===== config.mk =====
export PLATFORM = sky130hd
export DESIGN_NAME = mem_channel_arbiter
export DESIGN_NICKNAME = d
export VERILOG_FILES = /design/src/rtl/mem_channel_arbiter.sv
export SDC_FILE = /design/constraint.sdc
export NUM_CORES = 1
export LEC_CHECK = 0
export ABC_AREA = 1
export BUFFER_PORTS_ARGS = -buffer_cell sky130_fd_sc_hd__buf_2
export CAP_MARGIN = 30
export CORE_MARGIN = 5
export CORE_UTILIZATION = 49
export DETAILED_ROUTE_END_ITERATION = 8
export GPL_TIMING_DRIVEN = 1
export PLACE_DENSITY = 0.84
export SLEW_MARGIN = 20
export SYNTH_ARGS = -nofsm -noshare
export SYNTH_HDL_FRONTEND = slang
export SYNTH_SLANG_ARGS = --single-unit

===== constraint.sdc =====
create_clock -name clk -period 2.4 [get_ports clk]
set_input_delay 0.48 -clock clk [delete_from_list [all_inputs] [get_ports clk]]
set_output_delay 0.48 -clock clk [all_outputs]
set_load 0.005 [all_outputs]

===== src/rtl/mem_channel_arbiter.sv =====
// mem_channel_arbiter: grants consumer read/write requests onto parallel external memory channels
// and relays completion back with a ready that is held until the consumer drops valid.
module mem_channel_arbiter #(
    parameter int ADDR_BITS     = 8,
    parameter int DATA_BITS     = 8,
    parameter int NUM_CONSUMERS = 4,
    parameter int NUM_CHANNELS  = 1,
    parameter bit WRITE_ENABLE  = 1
) (
    input  logic                                     clk,
    input  logic                                     reset,
    input  logic [NUM_CONSUMERS-1:0]                 consumer_read_valid,
    input  logic [NUM_CONSUMERS-1:0][ADDR_BITS-1:0]  consumer_read_address,
    output logic [NUM_CONSUMERS-1:0]                 consumer_read_ready,
    output logic [NUM_CONSUMERS-1:0][DATA_BITS-1:0]  consumer_read_data,
    input  logic [NUM_CONSUMERS-1:0]                 consumer_write_valid,
    input  logic [NUM_CONSUMERS-1:0][ADDR_BITS-1:0]  consumer_write_address,
    input  logic [NUM_CONSUMERS-1:0][DATA_BITS-1:0]  consumer_write_data,
    output logic [NUM_CONSUMERS-1:0]                 consumer_write_ready,
    output logic [NUM_CHANNELS-1:0]                  mem_read_valid,
    output logic [NUM_CHANNELS-1:0][ADDR_BITS-1:0]   mem_read_address,
    input  logic [NUM_CHANNELS-1:0]                  mem_read_ready,
    input  logic [NUM_CHANNELS-1:0][DATA_BITS-1:0]   mem_read_data,
    output logic [NUM_CHANNELS-1:0]                  mem_write_valid,
    output logic [NUM_CHANNELS-1:0][ADDR_BITS-1:0]   mem_write_address,
    output logic [NUM_CHANNELS-1:0][DATA_BITS-1:0]   mem_write_data,
    input  logic [NUM_CHANNELS-1:0]                  mem_write_ready
);
    localparam int IDX_W = NUM_CONSUMERS > 1 ? $clog2(NUM_CONSUMERS) : 1;
    localparam logic [2:0] IDLE           = 3'd0;
    localparam logic [2:0] READ_WAITING   = 3'd1;
    localparam logic [2:0] WRITE_WAITING  = 3'd2;
    localparam logic [2:0] READ_RELAYING  = 3'd3;
    localparam logic [2:0] WRITE_RELAYING = 3'd4;
    logic [2:0]               state [NUM_CHANNELS];
    logic [IDX_W-1:0]         idx [NUM_CHANNELS];
    logic [IDX_W-1:0]         grant_idx [NUM_CHANNELS];
    logic [NUM_CHANNELS-1:0]  grant, grant_write;
    logic [NUM_CONSUMERS-1:0] claim, claim_next, taken;
    logic [NUM_CHANNELS-1:0]  write_valid_q;
    logic [NUM_CONSUMERS-1:0] write_ready_q;
    // Channels resolve in ascending order; each grant hides its consumer from higher channels.
    always_comb begin
        taken = claim;
        claim_next = claim;
        for (int c = 0; c < NUM_CHANNELS; c++) begin
            grant[c] = 1'b0;
            grant_write[c] = 1'b0;
            grant_idx[c] = '0;
            for (int i = 0; i < NUM_CONSUMERS; i++) begin
                if (state[c] == IDLE && !grant[c] && !taken[i] &&
                    (consumer_read_valid[i] || (WRITE_ENABLE && consumer_write_valid[i]))) begin
                    grant[c] = 1'b1;
                    grant_write[c] = !consumer_read_valid[i];
                    grant_idx[c] = IDX_W'(i);
                end
            end
            if (grant[c]) begin
                taken[grant_idx[c]] = 1'b1;
                claim_next[grant_idx[c]] = 1'b1;
            end
            if ((state[c] == READ_RELAYING && !consumer_read_valid[idx[c]]) ||
                (state[c] == WRITE_RELAYING && !consumer_write_valid[idx[c]]))
                claim_next[idx[c]] = 1'b0;
        end
    end
    always_ff @(posedge clk or negedge reset) begin
        if (!reset) begin
            claim               <= '0;
            consumer_read_ready <= '0;
            consumer_read_data  <= '0;
            write_ready_q       <= '0;
            mem_read_valid      <= '0;
            mem_read_address    <= '0;
            write_valid_q       <= '0;
            mem_write_address   <= '0;
            mem_write_data      <= '0;
            for (int c = 0; c < NUM_CHANNELS; c++) begin
                state[c] <= IDLE;
                idx[c]   <= '0;
            end
        end else begin
            claim <= claim_next;
            for (int c = 0; c < NUM_CHANNELS; c++) begin
                case (state[c])
                    IDLE: if (grant[c]) begin
                        idx[c] <= grant_idx[c];
                        if (grant_write[c]) begin
                            write_valid_q[c]     <= 1'b1;
                            mem_write_address[c] <= consumer_write_address[grant_idx[c]];
                            mem_write_data[c]    <= consumer_write_data[grant_idx[c]];
                            state[c]             <= WRITE_WAITING;
                        end else begin
                            mem_read_valid[c]   <= 1'b1;
                            mem_read_address[c] <= consumer_read_address[grant_idx[c]];
                            state[c]            <= READ_WAITING;
                        end
                    end
                    READ_WAITING: if (mem_read_ready[c]) begin
                        mem_read_valid[c]           <= 1'b0;
                        consumer_read_data[idx[c]]  <= mem_read_data[c];
                        consumer_read_ready[idx[c]] <= 1'b1;
                        state[c]                    <= READ_RELAYING;
                    end
                    WRITE_WAITING: if (mem_write_ready[c]) begin
                        write_valid_q[c]      <= 1'b0;
                        write_ready_q[idx[c]] <= 1'b1;
                        state[c]              <= WRITE_RELAYING;
                    end
                    READ_RELAYING: if (!consumer_read_valid[idx[c]]) begin
                        consumer_read_ready[idx[c]] <= 1'b0;
                        state[c]                    <= IDLE;
                    end
                    WRITE_RELAYING: if (!consumer_write_valid[idx[c]]) begin
                        write_ready_q[idx[c]] <= 1'b0;
                        state[c]              <= IDLE;
                    end
                    default: state[c] <= IDLE;
                endcase
            end
        end
    end
    assign mem_write_valid      = WRITE_ENABLE ? write_valid_q : '0;
    assign consumer_write_ready = WRITE_ENABLE ? write_ready_q : '0;
endmodule

==> impl_metrics.ini <==
[floorplanning]
die_y_microns = 104
dieWidth_microns = 104
die_area_sq_um = 10800
rows = 34
initial_core_util_pct = 50.0
core_area_sq_um = 8680
io_pins = 182

[timing]
hold_viol_final = 0
fin_tns_setup_ps = 0
maxSlewHeadroom_pct = 65.4
setup_viol = 0
rsz0062_at_grt = no
finalCritPeriodShare_pct = 82.7
drv_slew = 0
tightest_slew_ps = 518
skew_ps = 11.8
fmax_mhz = 504
fin_crit_ps = 1980

[logic_synthesis]
ys_types = 29
synthesis.area_sq_um = 4340
avgSynthCellArea_sq_um = 7.02
synthTopCellsByArea = dfrtp_1 43%, nand2_1 17%, nand3_1 10%
ys_seq_elements = 75
synthCells = 619
synthesis.nets = 735
netlist.area_leader.share_pct = 43.2
synth.yosys.seq_area_share_pct = 43.2
ys_warn_count = 0
yosys.area.top_type = dfrtp_1

[route]
ant_nets = 0
drt-initial-drc-count = 236
wirelength_mm = 12.6
dr_total_vias = 4556
detail_route.vias_per_cell = 5.02
wl_per_cell_microns = 13.9
first_pass_iters = 5
drcViolationCount = 0

[final_layout]
final_area_sq_um = 5510
final_cells = 907
area_growth_pct = 26.9
drive_above_1_share_pct = 29.3
final_common_cell = nand2_1
fillers = 765
diodes = 0
layout.nets = 910
layout_common_cells = 198 x nand2_1, 180 x buf_2, 103 x inv_1, 89 x nand3_1, 75 x dfrtp_1

[setup_path]
worstPathRequired_ps = 2630
worstSetupEndpointType = flip-flop
path_class = reg2reg
start_kind = flip-flop
crit_fanout = 24
critical_path_arrival_ps = 2210

[clocking]
clk_latency_ps = 340
root_buffer = clkbuf_8
tritoncts = done
cts_buffer_depth = 2
cts_hold_buffers = 0
cts_resized = 0
post_cts_buffers = 0
numCtsBuffers = 9
h-tree-depth = 3
clkTransAtPathRegs_ps = 90
cts_sinks = 75

[placement]
port_buffers = 181
dp.cells = 891
place_congestion = 0.883
place_hpwl_mm = 9.83
placed_area_sq_um = 5330

[power]
switchingPower_mw = 2.76
power_frac_comb_pct = 49.9
ir_worst_vdd_uv = 550
power_density_nw_per_um2 = 1140
p_leak_nw = 3.31
p_seq_share_pct = 35.7
switching_share_pct = 44.0
clkPwrFrac_pct = 14.3
p_int_mw = 3.51

[global_routing]
grt_max_degree = 62
grtUsageTotal_pct = 22.5
antenna_found_initial = 0
grt_pass1_wl_mm = 20.5
grt_pass1_vias = 4508
grt-ovfl-total = 0

[outcome]
status = completed

[hold_path]
hold_class = in2async

[run]
maxCapViolations = 0
## Yosys cell counts
cell type and count:
inv_1 103, buf_4 3, clkinv_1 1, nand3_2 1
nor2_1 25, nand2_1 199, o21ai_2 1, nand4_1 2
o21ai_4 1, clkbuf_1 7, a21oi_1 13, nand2_2 2
dfrtp_1 75, nor2_2 1, nand4_4 2, nor3_1 4
a21boi_0 1, a22oi_1 4, nand3_1 89, nor2_4 3
nand2_4 5, or2_2 8, o21ai_0 43, o22ai_1 1
or2_1 4, buf_2 11, buf_6 3, inv_2 5
o21bai_1 2
## per-layer routing
metal / vias up / part of all wire [%] / GRT usage (%)
met4: 0 / 0.92 / 5.27
met2: 208 / 49 / 40.1
met3: 18 / 11 / 7.95
met1: 2065 / 39 / 25.6
li1: 2265 / - / -
met5: - / 0 / 0
## metrics by stage
| step | setup slack [ps] | hold WS (ps) | total power, mW | utilization (%) |
|---|---|---|---|---|
| after floorplan | 664 | 184 | 4.21 | - |
| after global placement | 380 | 446 | 5.25 | 61.4 |
| after detailed placement | 268 | 454 | 5.40 | 61.4 |
| after CTS | 411 | 82.5 | 6.32 | 63.5 |
| after global routing | 242 | 95.8 | 6.85 | 63.5 |
| final | 416 | 78.4 | 6.27 | 63.5 |
## power by group through the flow
stage / clock network [mW] / logic (mW) / registers [mW]
floorplan: 0 / 1.97 / 2.24
global placement: 0 / 3.02 / 2.23
detailed placement: 0 / 3.16 / 2.24
CTS: 0.925 / 3.16 / 2.24
global route: 0.989 / 3.55 / 2.31
finish: 0.898 / 3.13 / 2.24
## area by class of cell
type | count | area [sq um] | area share [%]
Tap cell | 108 | 135 | 2.45
Clock buffer | 9 | 124 | 2.25
Timing Repair Buffer | 188 | 986 | 17.9
Inverter | 109 | 409 | 7.42
Clock inverter | 7 | 60.1 | 1.09
Multi-Input combinational cell | 411 | 1920 | 34.9
Sequential cell | 75 | 1880 | 34.0
## logic make-up (layout without fill, tap and decap cells)
logic type	count (synthesis)	after routing	share of synthesized area, %
AO/OA/AOI/OAI	66	66	8.38
buffers and inverters	133	313	12.6
flip-flops	75	75	43.2
AND/OR/NAND/NOR	345	345	35.8
## final timing paths
path                                   from                         end  slack (ps)  cells past startpoint
min in group clk           mem_read_data[1]       consumer_read_data[9]         440                      3
max                                state[1]         mem_read_address[0]         420                     11
min reg2reg                       flip-flop                   flip-flop         480                      2
min                                   reset        mem_write_address[2]          80                      1
max in group asynchronous             reset  asynchronous set/reset pin        1740                      2
max reg2reg                        state[1]         mem_read_address[0]         420                     11
## worst max-delay path: stages, from the launching register on
cell and delay, ps:
dfrtp_1 430, nor2_4 150, nand2_4 90, nor2_2 230
nor2_4 70, nand4_4 100, buf_4 290, nand2_2 130
nand2_4 150, inv_2 90, nand2_1 80, nand2_1 50
(Power assumes the default switching activity.)
